### src/rtl/display_pkg.sv
// Shared definitions for the seven-segment display path: digit width,
// scan sequencer states and the "all anodes dark" pattern.
package display_pkg;

   localparam int DIGIT_W    = 4;
   localparam int MAX_DIGITS = 8;

   // Anodes are active-low, so all ones turns every digit off.
   localparam logic [MAX_DIGITS-1:0] BLANK_AN = '1;

   typedef enum logic {
      OFF,
      SCAN
   } scan_state_t;

endpackage

### src/rtl/display_scan_ctrl_if.sv
// Valid/ready load port carrying one nibble per digit into the scan controller.
interface display_scan_ctrl_if #(
   parameter int NUM_DIGITS = 4
);
   import display_pkg::*;

   logic                          load_valid;
   logic                          load_ready;
   logic [DIGIT_W*NUM_DIGITS-1:0] load_data;

   modport master (
      output load_valid,
      output load_data,
      input  load_ready
   );

   modport slave (
      input  load_valid,
      input  load_data,
      output load_ready
   );

endinterface

### src/rtl/refresh_prescaler.sv
// Free-running divider with enable and synchronous clear; tc is high during
// the last count of each period so the caller can step on it.
module refresh_prescaler #(
   parameter int DIV   = 4,
   parameter int CNT_W = (DIV > 1) ? $clog2(DIV) : 1
) (
   input  logic clk,
   input  logic arst,
   input  logic en,
   input  logic clr,
   output logic tc
);

   logic [CNT_W-1:0] count;

   assign tc = en && (count == CNT_W'(DIV - 1));

   // Count 0..DIV-1 while enabled, wrapping on terminal count; clear wins.
   always_ff @(posedge clk or negedge arst) begin
      if (!arst) begin
         count <= '0;
      end else if (clr) begin
         count <= '0;
      end else if (en) begin
         count <= tc ? '0 : count + 1'b1;
      end
   end

endmodule

### src/rtl/display_scan_ctrl.sv
// Multiplexed seven-segment scan sequencer. Walks a digit index at the
// refresh rate, drives the shared digit code and active-low anodes, and
// swaps in new display content only at a frame boundary (or while dark).
module display_scan_ctrl
   import display_pkg::*;
#(
   parameter int NUM_DIGITS  = 4,
   parameter int REFRESH_DIV = 50000,
   parameter int IDX_W       = $clog2(NUM_DIGITS)
) (
   input  logic                   clk,
   input  logic                   arst,
   input  logic                   en,
   input  logic                   lz_blank,
   display_scan_ctrl_if.slave     load,
   output logic [DIGIT_W-1:0]     digit_code,
   output logic [IDX_W-1:0]       digit_idx,
   output logic [NUM_DIGITS-1:0]  an,
   output logic                   frame_tick
);

   localparam int               DATA_W   = DIGIT_W * NUM_DIGITS;
   localparam logic [IDX_W-1:0] LAST_IDX = IDX_W'(NUM_DIGITS - 1);

   scan_state_t           state;
   logic [DATA_W-1:0]     active;
   logic [DATA_W-1:0]     pending;
   logic                  pending_full;

   logic                  scan;
   logic                  tc;
   logic                  frame_end;
   logic                  commit;
   logic                  accept;
   logic [DATA_W-1:0]     active_next;
   logic [IDX_W-1:0]      idx_next;
   logic [DIGIT_W-1:0]    code_next;
   logic [NUM_DIGITS-1:0] an_next;
   logic                  zero_above;

   // The prescaler only runs while actually scanning; leaving SCAN or
   // dropping en parks it at zero so the next scan starts a fresh slot.
   assign scan = (state == SCAN) && en;

   refresh_prescaler #(
      .DIV (REFRESH_DIV)
   ) u_prescaler (
      .clk  (clk),
      .arst (arst),
      .en   (scan),
      .clr  (!scan),
      .tc   (tc)
   );

   assign frame_end        = tc && (digit_idx == LAST_IDX);
   assign commit           = pending_full && ((state == OFF) || frame_end);
   assign accept           = load.load_valid && !pending_full;
   assign active_next      = commit ? pending : active;
   assign load.load_ready  = !pending_full;

   // Next digit index: hold within a slot, step on terminal count, wrap at the last digit.
   always_comb begin
      idx_next = '0;
      if (scan) begin
         if (tc) begin
            idx_next = frame_end ? '0 : digit_idx + 1'b1;
         end else begin
            idx_next = digit_idx;
         end
      end
   end

   // Select the nibble for the next lit digit and decide whether its anode is
   // suppressed as a leading zero (it and every higher digit are zero).
   always_comb begin
      code_next  = '0;
      an_next    = BLANK_AN[NUM_DIGITS-1:0];
      zero_above = 1'b1;
      for (int i = NUM_DIGITS - 1; i >= 0; i--) begin
         zero_above = zero_above && (active_next[i*DIGIT_W +: DIGIT_W] == '0);
         if (idx_next == IDX_W'(i)) begin
            code_next  = active_next[i*DIGIT_W +: DIGIT_W];
            an_next[i] = lz_blank && zero_above && (i != 0);
         end
      end
   end

   // Scan FSM with the load buffer and registered display outputs.
   always_ff @(posedge clk or negedge arst) begin
      if (!arst) begin
         state        <= OFF;
         active       <= '0;
         pending      <= '0;
         pending_full <= 1'b0;
         digit_idx    <= '0;
         digit_code   <= '0;
         an           <= BLANK_AN[NUM_DIGITS-1:0];
         frame_tick   <= 1'b0;
      end else begin
         frame_tick <= frame_end;

         if (commit) begin
            active       <= pending;
            pending_full <= 1'b0;
         end else if (accept) begin
            pending      <= load.load_data;
            pending_full <= 1'b1;
         end

         case (state)
            OFF:     if (en)  state <= SCAN;
            SCAN:    if (!en) state <= OFF;
            default: state <= OFF;
         endcase

         if (en) begin
            digit_idx  <= idx_next;
            digit_code <= code_next;
            an         <= an_next;
         end else begin
            digit_idx  <= '0;
            digit_code <= '0;
            an         <= BLANK_AN[NUM_DIGITS-1:0];
         end
      end
   end

endmodule

### src/flat_wrapper.sv
// flat-port wrapper written by rule: the top's interface ports become plain ports
module display_scan_ctrl_flat import display_pkg::*;
#(
   parameter int NUM_DIGITS  = 4,
   parameter int REFRESH_DIV = 50000,
   parameter int IDX_W       = $clog2(NUM_DIGITS)
)
  (clk, arst, en, lz_blank, digit_code, digit_idx, an, frame_tick, load_load_valid, load_load_data, load_load_ready);
  display_scan_ctrl_if #(.NUM_DIGITS(NUM_DIGITS)) load_i ();
  input  logic clk;
  input  logic arst;
  input  logic en;
  input  logic lz_blank;
  output logic [DIGIT_W-1:0] digit_code;
  output logic [IDX_W-1:0] digit_idx;
  output logic [NUM_DIGITS-1:0] an;
  output logic frame_tick;
  input wire logic [$bits(load_i.load_valid)-1:0] load_load_valid;
  input wire logic [$bits(load_i.load_data)-1:0] load_load_data;
  output wire logic [$bits(load_i.load_ready)-1:0] load_load_ready;
  assign load_i.load_valid = load_load_valid;
  assign load_i.load_data = load_load_data;
  assign load_load_ready = load_i.load_ready;
  display_scan_ctrl #(.NUM_DIGITS(NUM_DIGITS), .REFRESH_DIV(REFRESH_DIV), .IDX_W(IDX_W)) u_core (.clk(clk), .arst(arst), .en(en), .lz_blank(lz_blank), .load(load_i), .digit_code(digit_code), .digit_idx(digit_idx), .an(an), .frame_tick(frame_tick));
endmodule
### config.mk
export PLATFORM = sky130hd
export DESIGN_NAME = display_scan_ctrl_flat
export DESIGN_NICKNAME = d
export VERILOG_FILES = /design/src/rtl/display_pkg.sv /design/src/rtl/display_scan_ctrl_if.sv /design/src/rtl/refresh_prescaler.sv /design/src/rtl/display_scan_ctrl.sv /design/src/flat_wrapper.sv
export SDC_FILE = /design/constraint.sdc
export NUM_CORES = 1
export LEC_CHECK = 0
export BUFFER_PORTS_ARGS = -buffer_cell sky130_fd_sc_hd__clkbuf_2
export CAP_MARGIN = 5
export CORE_MARGIN = 2
export CORE_UTILIZATION = 40
export CTS_CLUSTER_SIZE = 10
export DETAILED_ROUTE_END_ITERATION = 8
export MAX_ROUTING_LAYER = met4
export PLACE_DENSITY_LB_ADDON = 0.2
export SYNTH_ARGS = -nofsm -noshare
export SYNTH_HDL_FRONTEND = slang
export SYNTH_SLANG_ARGS = --single-unit
### constraint.sdc
create_clock -name clk -period 2.7 [get_ports clk]
set_input_delay 0.27 -clock clk [delete_from_list [all_inputs] [get_ports clk]]
set_output_delay 0.27 -clock clk [all_outputs]
set_load 0.02 [all_outputs]
==> results.sh, run 1 <==
export IMPL_wl_per_cell_microns=15.4
export IMPL_fin_skew_ps=12.0
export IMPL_grt_pass1_wl_mm=10.8
export IMPL_path_buf_inv=1
export IMPL_ir_drop_mv=0.329
export IMPL_cts_resized=0
export IMPL_wl_met3_microns=196
export IMPL_synth_top_family_by_area="simple AND/OR/NAND/NOR gates"
export IMPL_cts_made_buffers=9
export IMPL_setup_ws_ps=185
export IMPL_worstRegToRegCells=6
export IMPL_core_area_sq_mm=0.00765
export IMPL_reg2reg_to="u_core.digit_code[0]$_DFF_PN0_"
export IMPL_ctsHoldBuffers=0
export IMPL_setup_viol=0
export IMPL_synth_seq_area_share_pct=49.2
export IMPL_period_share_pct=93.1
export IMPL_holdWs_ps=57.3
export IMPL_route_vias_total=2195
export IMPL_critical_path_required_ps=2960
export IMPL_finalHoldViolCount=0
export IMPL_syn_avg_cell_area_sq_um=11.1
export IMPL_cts_tree="yes"
export IMPL_dieArea_sq_mm=0.00850
export IMPL_worst_pin_slew_ps=756
export IMPL_multiInputGateArea_sq_mm=0.00145
export IMPL_slowest_delay_ps=590
export IMPL_rr_startpoint="u_core.u_prescaler.count[5]$_DFF_PN0_"
export IMPL_layout_common_cells="dfrtp_1 (57), clkbuf_2 (32), mux2_2 (20)"
export IMPL_final_antenna_net_count=0
export IMPL_grt_usage_pct=16.9
export IMPL_worstSetupPathType="flip-flop to flip-flop"
export IMPL_critPathSlowestCell="or4b_4"
export IMPL_ys_types=43
export IMPL_grt_start_max_net_pins=62
export IMPL_rsz0062_at_grt="no"
export IMPL_vias_per_cell=5.26
export IMPL_area_delta_synth_final_pct=15.7
export IMPL_ctsLongestPathBuffers=2
export IMPL_drive_gt1_share_pct=30.8
export IMPL_grt_pass1_vias=2146
export IMPL_synthFlopType="dfrtp_1"
export IMPL_grt_overflow_total=0
export IMPL_fp_dieW_microns=92.2
export IMPL_crit_family="simple AND/OR/NAND/NOR gates"
export IMPL_synth_area_mux_share_pct=15.0
export IMPL_gp_congestion=0.853
export IMPL_dp_slack_ps=231
export IMPL_tns_ps=0
export IMPL_cts_sinks=61
export IMPL_syn_nets=303
export IMPL_fillers=714
export IMPL_port_buffers=32
export IMPL_topRoutingLayerUsed="met4"
export IMPL_synth_edf_count=0
export IMPL_synth_compound_area_share_pct=9.17
export IMPL_dr_pass1_iters=4
export IMPL_cts_root_buffer="clkbuf_8"
export IMPL_synthArstFlopShare_pct=100
export IMPL_io_pins=33
export IMPL_hp_class="input port to async pin"
export IMPL_clk_insertion_delay_late_ps=340
export IMPL_drt_iter0_drc=87
export IMPL_cts_setup_buffers=0
export IMPL_hpwl_mm=4.61
export IMPL_synth_simple_area_share_pct=18.6
export IMPL_drv_slew=0
export IMPL_final_common_cell="dfrtp_1"
export IMPL_syn_area_sq_mm=0.00311
export IMPL_diodes=0
export IMPL_synthAdderAreaFrac_pct=0.805
export IMPL_post_route_min_period_ps=2510
export IMPL_seq_area_sq_mm=0.00153
export IMPL_critPathMaxFanout=9
export IMPL_ys_ff_latch=61
export IMPL_finalPower_w=0.00268
export IMPL_timing_fmax_mhz=398
export IMPL_clkTransAtPathRegs_ps=80
export IMPL_leakage_nw=1.58
export IMPL_cp_end_kind="flip-flop"
export IMPL_htreeDepth=3
export IMPL_rrSetupSlack_ps=190
export IMPL_yosys_warnings=0
export IMPL_power_density_mw_per_mm2=745
export IMPL_die_h_microns=92.2
export IMPL_nets=333
export IMPL_wl_met1_mm=3.32
export IMPL_syn_inst=280
export IMPL_maxCapViolations=0
export IMPL_status="finished, final reports clean"
export IMPL_path_cells="or4b_4, nor4_1, mux2_2, inv_1, o21ai_0, a22oi_1"
export IMPL_start_kind="flip-flop"
export IMPL_crit_arrival_ps=2770
export IMPL_drc=0
export IMPL_wirelength_mm=6.44
export IMPL_fp_row_count=32
export IMPL_worst_slew_margin_rel_pct=49.6
export IMPL_post_route_util_pct=47.1
export IMPL_synth_xor_area_share_pct=3.10
export IMPL_wl_met2_mm=2.85
export IMPL_grt_antenna_before_repair=0
export IMPL_start_util_pct=40.7
==> metrics by stage <==
stage | std cells | area [sq um]
4_1_cts | 417 | 3600
5_1_grt | 417 | 3600
2_1_floorplan | 280 | 3110
3_3_place_gp | 401 | 3350
6_report | 417 | 3600
3_5_place_dp | 401 | 3350
==> Yosys cell counts, types with 2 or more instances <==
cell type,count,area (sq um)
a21oi_1,7,35.0
a22oi_1,4,30.0
a31oi_1,4,25.0
and2_1,4,25.0
and3_1,11,68.8
and4b_1,4,40.0
buf_6,3,33.8
clkbuf_1,15,56.3
dfrtp_1,57,1430
dfstp_2,4,105
ha_1,2,25.0
inv_1,8,30.0
mux2_2,20,225
mux2_4,10,150
mux2i_1,9,90.1
nand2_1,13,48.8
nand3_1,12,60.1
nand3b_1,4,30.0
nand4_1,9,56.3
nand4bb_1,2,22.5
nor2_1,16,60.1
nor4_1,7,43.8
o2111ai_1,2,17.5
o211ai_1,4,30.0
o21ai_0,7,35.0
o221ai_1,4,35.0
o41ai_1,4,35.0
or2_2,5,31.3
or3_1,5,31.3
or4_1,2,15.0
xnor2_1,7,61.3
xor2_1,4,35.0
==> layer usage <==
metal / up-vias / track usage [%]
li1: 1087 / -
met1: 1058 / 23.1
met2: 42 / 24.5
met3: 8 / 4.27
met4: 0 / 5.97
met5: - / -
==> layout make-up <==
cell class | count | share of cell area [%]
repair buffers | 39 | 5.91
multi-input cells | 191 | 40.3
clock buffers | 9 | 3.44
clock inverters | 7 | 3.41
flip-flops and latches | 61 | 42.6
well taps | 102 | 3.55
inverters | 8 | 0.834
==> registers in the layout, indices dropped and copies added, names as in the netlist <==
| signal | count |
|---|---|
| u_core.digit_code | 4 |
| u_core.pending | 16 |
| u_core.digit_idx | 2 |
| u_core.frame_tick | 1 |
| u_core.pending_full | 1 |
| u_core.state | 1 |
| u_core.active | 16 |
| u_core.an | 4 |
| u_core.u_prescaler.count | 16 |
==> worst max-delay path by stage <==
| stage | start | endpoint | cells after the start |
|---|---|---|---|
| 2_1_floorplan | u_core.u_prescaler.count[4]$_DFF_PN0_ | u_core.active[12]$_DFF_PN0_ | 8 |
| 3_3_place_gp | u_core.u_prescaler.count[5]$_DFF_PN0_ | u_core.active[14]$_DFF_PN0_ | 5 |
| 3_5_place_dp | u_core.u_prescaler.count[5]$_DFF_PN0_ | u_core.digit_code[0]$_DFF_PN0_ | 6 |
| 4_1_cts | u_core.u_prescaler.count[5]$_DFF_PN0_ | u_core.digit_code[0]$_DFF_PN0_ | 6 |
| 5_1_grt | u_core.u_prescaler.count[5]$_DFF_PN0_ | u_core.digit_code[1]$_DFF_PN0_ | 6 |
| 6_report | u_core.u_prescaler.count[5]$_DFF_PN0_ | u_core.digit_code[0]$_DFF_PN0_ | 6 |
==> cells by family after synthesis <==
| family | after synthesis |
|---|---|
| DFF | 61 |
| buffers and inverters | 28 |
| and+or+nand+nor | 99 |
| AOI/OAI and AO/OA | 40 |
| muxes | 39 |
| xor gates and xnor gates | 11 |
| adders and majority gates | 2 |
==> where the power goes <==
group          internal (W)  switching [W]  total, W
Sequential          0.00108       0.000150   0.00123
Clock              0.000617       0.000389   0.00101
Combinational      0.000253       0.000195  0.000447
(Power assumes the default switching activity.)
==> inputs of run 2 (changes only) <==
--- a/config.mk
+++ b/config.mk
@@ -7,8 +7,10 @@
 export LEC_CHECK = 0
 export BUFFER_PORTS_ARGS = -buffer_cell sky130_fd_sc_hd__clkbuf_2
 export CAP_MARGIN = 5
-export CORE_MARGIN = 2
-export CORE_UTILIZATION = 40
+export CELL_PAD_IN_SITES_DETAIL_PLACEMENT = 2
+export CELL_PAD_IN_SITES_GLOBAL_PLACEMENT = 2
+export CORE_MARGIN = 8
+export CORE_UTILIZATION = 39
 export CTS_CLUSTER_SIZE = 10
 export DETAILED_ROUTE_END_ITERATION = 8
 export MAX_ROUTING_LAYER = met4
==> run 2 against run 1 <==
Effect of this change: first-iteration DRC count is 43% higher; die area increased by 31%; via count is 5.1% higher; non-clock buffer count up 2; worst hold slack better by 88 ps; clock-buffer cell count increased by 2; critical path type unchanged.
==> results.sh, run 2 (same netlist as run 1, synthesis figures left out) <==
export IMPL_status="finished, final reports clean"
export IMPL_ctsHoldBuffers=1
export IMPL_grt_usage_pct=16.2
export IMPL_grt_overflow_total=0
export IMPL_critPathMaxFanout=9
export IMPL_layout_common_cells="dfrtp_1 (57), clkbuf_2 (32), mux2_2 (20)"
export IMPL_hpwl_mm=5.81
export IMPL_tns_ps=0
export IMPL_post_route_util_pct=47.1
export IMPL_final_antenna_net_count=0
export IMPL_route_vias_total=2307
export IMPL_cts_tree="yes"
export IMPL_gp_congestion=0.779
export IMPL_rsz0062_at_grt="no"
export IMPL_drt_iter0_drc=124
export IMPL_final_common_cell="dfrtp_1"
export IMPL_fin_skew_ps=15.7
export IMPL_leakage_nw=1.60
export IMPL_setup_viol=0
export IMPL_start_kind="flip-flop"
export IMPL_finalHoldViolCount=0
export IMPL_wirelength_mm=8.27
export IMPL_cts_setup_buffers=0
export IMPL_holdWs_ps=145
export IMPL_clkTransAtPathRegs_ps=80
export IMPL_drc=0
export IMPL_critical_path_required_ps=2970
export IMPL_vias_per_cell=5.51
export IMPL_drv_slew=0
export IMPL_cts_resized=0
export IMPL_grt_start_max_net_pins=38
export IMPL_power_density_mw_per_mm2=758
export IMPL_start_util_pct=40.3
export IMPL_worstSetupPathType="flip-flop to flip-flop"
export IMPL_cp_end_kind="flip-flop"
export IMPL_maxCapViolations=0
export IMPL_worst_slew_margin_rel_pct=55.9
export IMPL_grt_pass1_wl_mm=13.9
export IMPL_diodes=0
export IMPL_clk_insertion_delay_late_ps=350
export IMPL_grt_antenna_before_repair=0
export IMPL_grt_pass1_vias=2563
export IMPL_ir_drop_mv=0.405
export IMPL_htreeDepth=3
export IMPL_die_h_microns=105
export IMPL_post_route_min_period_ps=2480
export IMPL_timing_fmax_mhz=403
export IMPL_setup_ws_ps=218
export IMPL_io_pins=33
export IMPL_dr_pass1_iters=4
export IMPL_nets=335
export IMPL_core_area_sq_mm=0.00773
export IMPL_wl_per_cell_microns=19.7
export IMPL_area_delta_synth_final_pct=17.0
export IMPL_fp_dieW_microns=105
export IMPL_crit_arrival_ps=2750
export IMPL_dieArea_sq_mm=0.0111
export IMPL_reg_top3="u_core.active: 16 flops, u_core.pending: 16 flops, u_core.u_prescaler.count: 16 flops"
export IMPL_cts_root_buffer="clkbuf_8"
export IMPL_dp_slack_ps=248
export IMPL_cts_made_buffers=9
export IMPL_fp_row_count=32
export IMPL_drive_gt1_share_pct=30.9
export IMPL_port_buffers=32
export IMPL_fillers=803
export IMPL_worst_pin_slew_ps=661
export IMPL_ctsLongestPathBuffers=2
export IMPL_hp_class="input port to flip-flop"
export IMPL_finalPower_w=0.00276
export IMPL_period_share_pct=91.9
export IMPL_cts_sinks=61
run 2: cell count changes in the layout (fill, tap and decap cells not counted):
| cell | change |
|---|---|
| clkbuf_8 | +2 |
| dlygate4sd3_1 | +1 |
| inv_6 | -1 |
| buf_12 | +1 |
| clkinvlp_4 | -1 |
run 2: stage by stage:
stage,cells,cell area [sq um]
2_1_floorplan,280,3110
3_3_place_gp,402,3370
3_5_place_dp,402,3370
4_1_cts,419,3640
5_1_grt,419,3640
6_report,419,3640
run 2: metal layers:
layer	vias to the layer above	wire length [microns]	GRT usage (%)
met2	35	3830	23.9
met4	0	88	4.89
met1	1172	4100	21.2
li1	1090	-	-
met3	10	239	4.32
met5	-	0	-
run 2: worst paths after layout:
path / start / end / slack [ps] / cells after the start
min in group asynchronous: arst / u_core.active[10]$_DFF_PN0_ / 470 / 2
max reg2reg: u_core.u_prescaler.count[4]$_DFF_PN0_ / u_core.digit_code[2]$_DFF_PN0_ / 220 / 6
max: u_core.u_prescaler.count[4]$_DFF_PN0_ / u_core.digit_code[2]$_DFF_PN0_ / 220 / 6
max in group asynchronous: arst / u_core.an[2]$_DFF_PN1_ / 1540 / 3
min reg2reg: u_core.u_prescaler.count[0]$_DFF_PN0_ / u_core.u_prescaler.count[0]$_DFF_PN0_ / 450 / 1
min: load_load_data[9] / u_core.pending[9]$_DFFE_PN0P_ / 150 / 2
run 2: layout make-up:
| cell class | count | area [sq um] | share of cell area (%) |
|---|---|---|---|
| clock buffers | 11 | 151 | 4.16 |
| clock inverters | 5 | 106 | 2.92 |
| inverters | 8 | 30.0 | 0.825 |
| multi-input cells | 191 | 1450 | 39.8 |
| flip-flops and latches | 61 | 1530 | 42.1 |
| well taps | 102 | 128 | 3.51 |
| repair buffers | 41 | 243 | 6.67 |
run 2: critical path, stage by stage (launching register included):
cell     delay (ps)
dfrtp_1         440
or4b_4          610
nor4_1          390
mux2_2          460
inv_1           180
o21ai_0         140
a22oi_1         190
run 2: where the power goes:
| part | total (W) | switching, W | internal [W] |
|---|---|---|---|
| registers | 0.00123 | 0.000154 | 0.00108 |
| clock network | 0.00105 | 0.000390 | 0.000665 |
| logic | 0.000473 | 0.000217 | 0.000256 |
| total | 0.00276 | 0.000761 | 0.00200 |
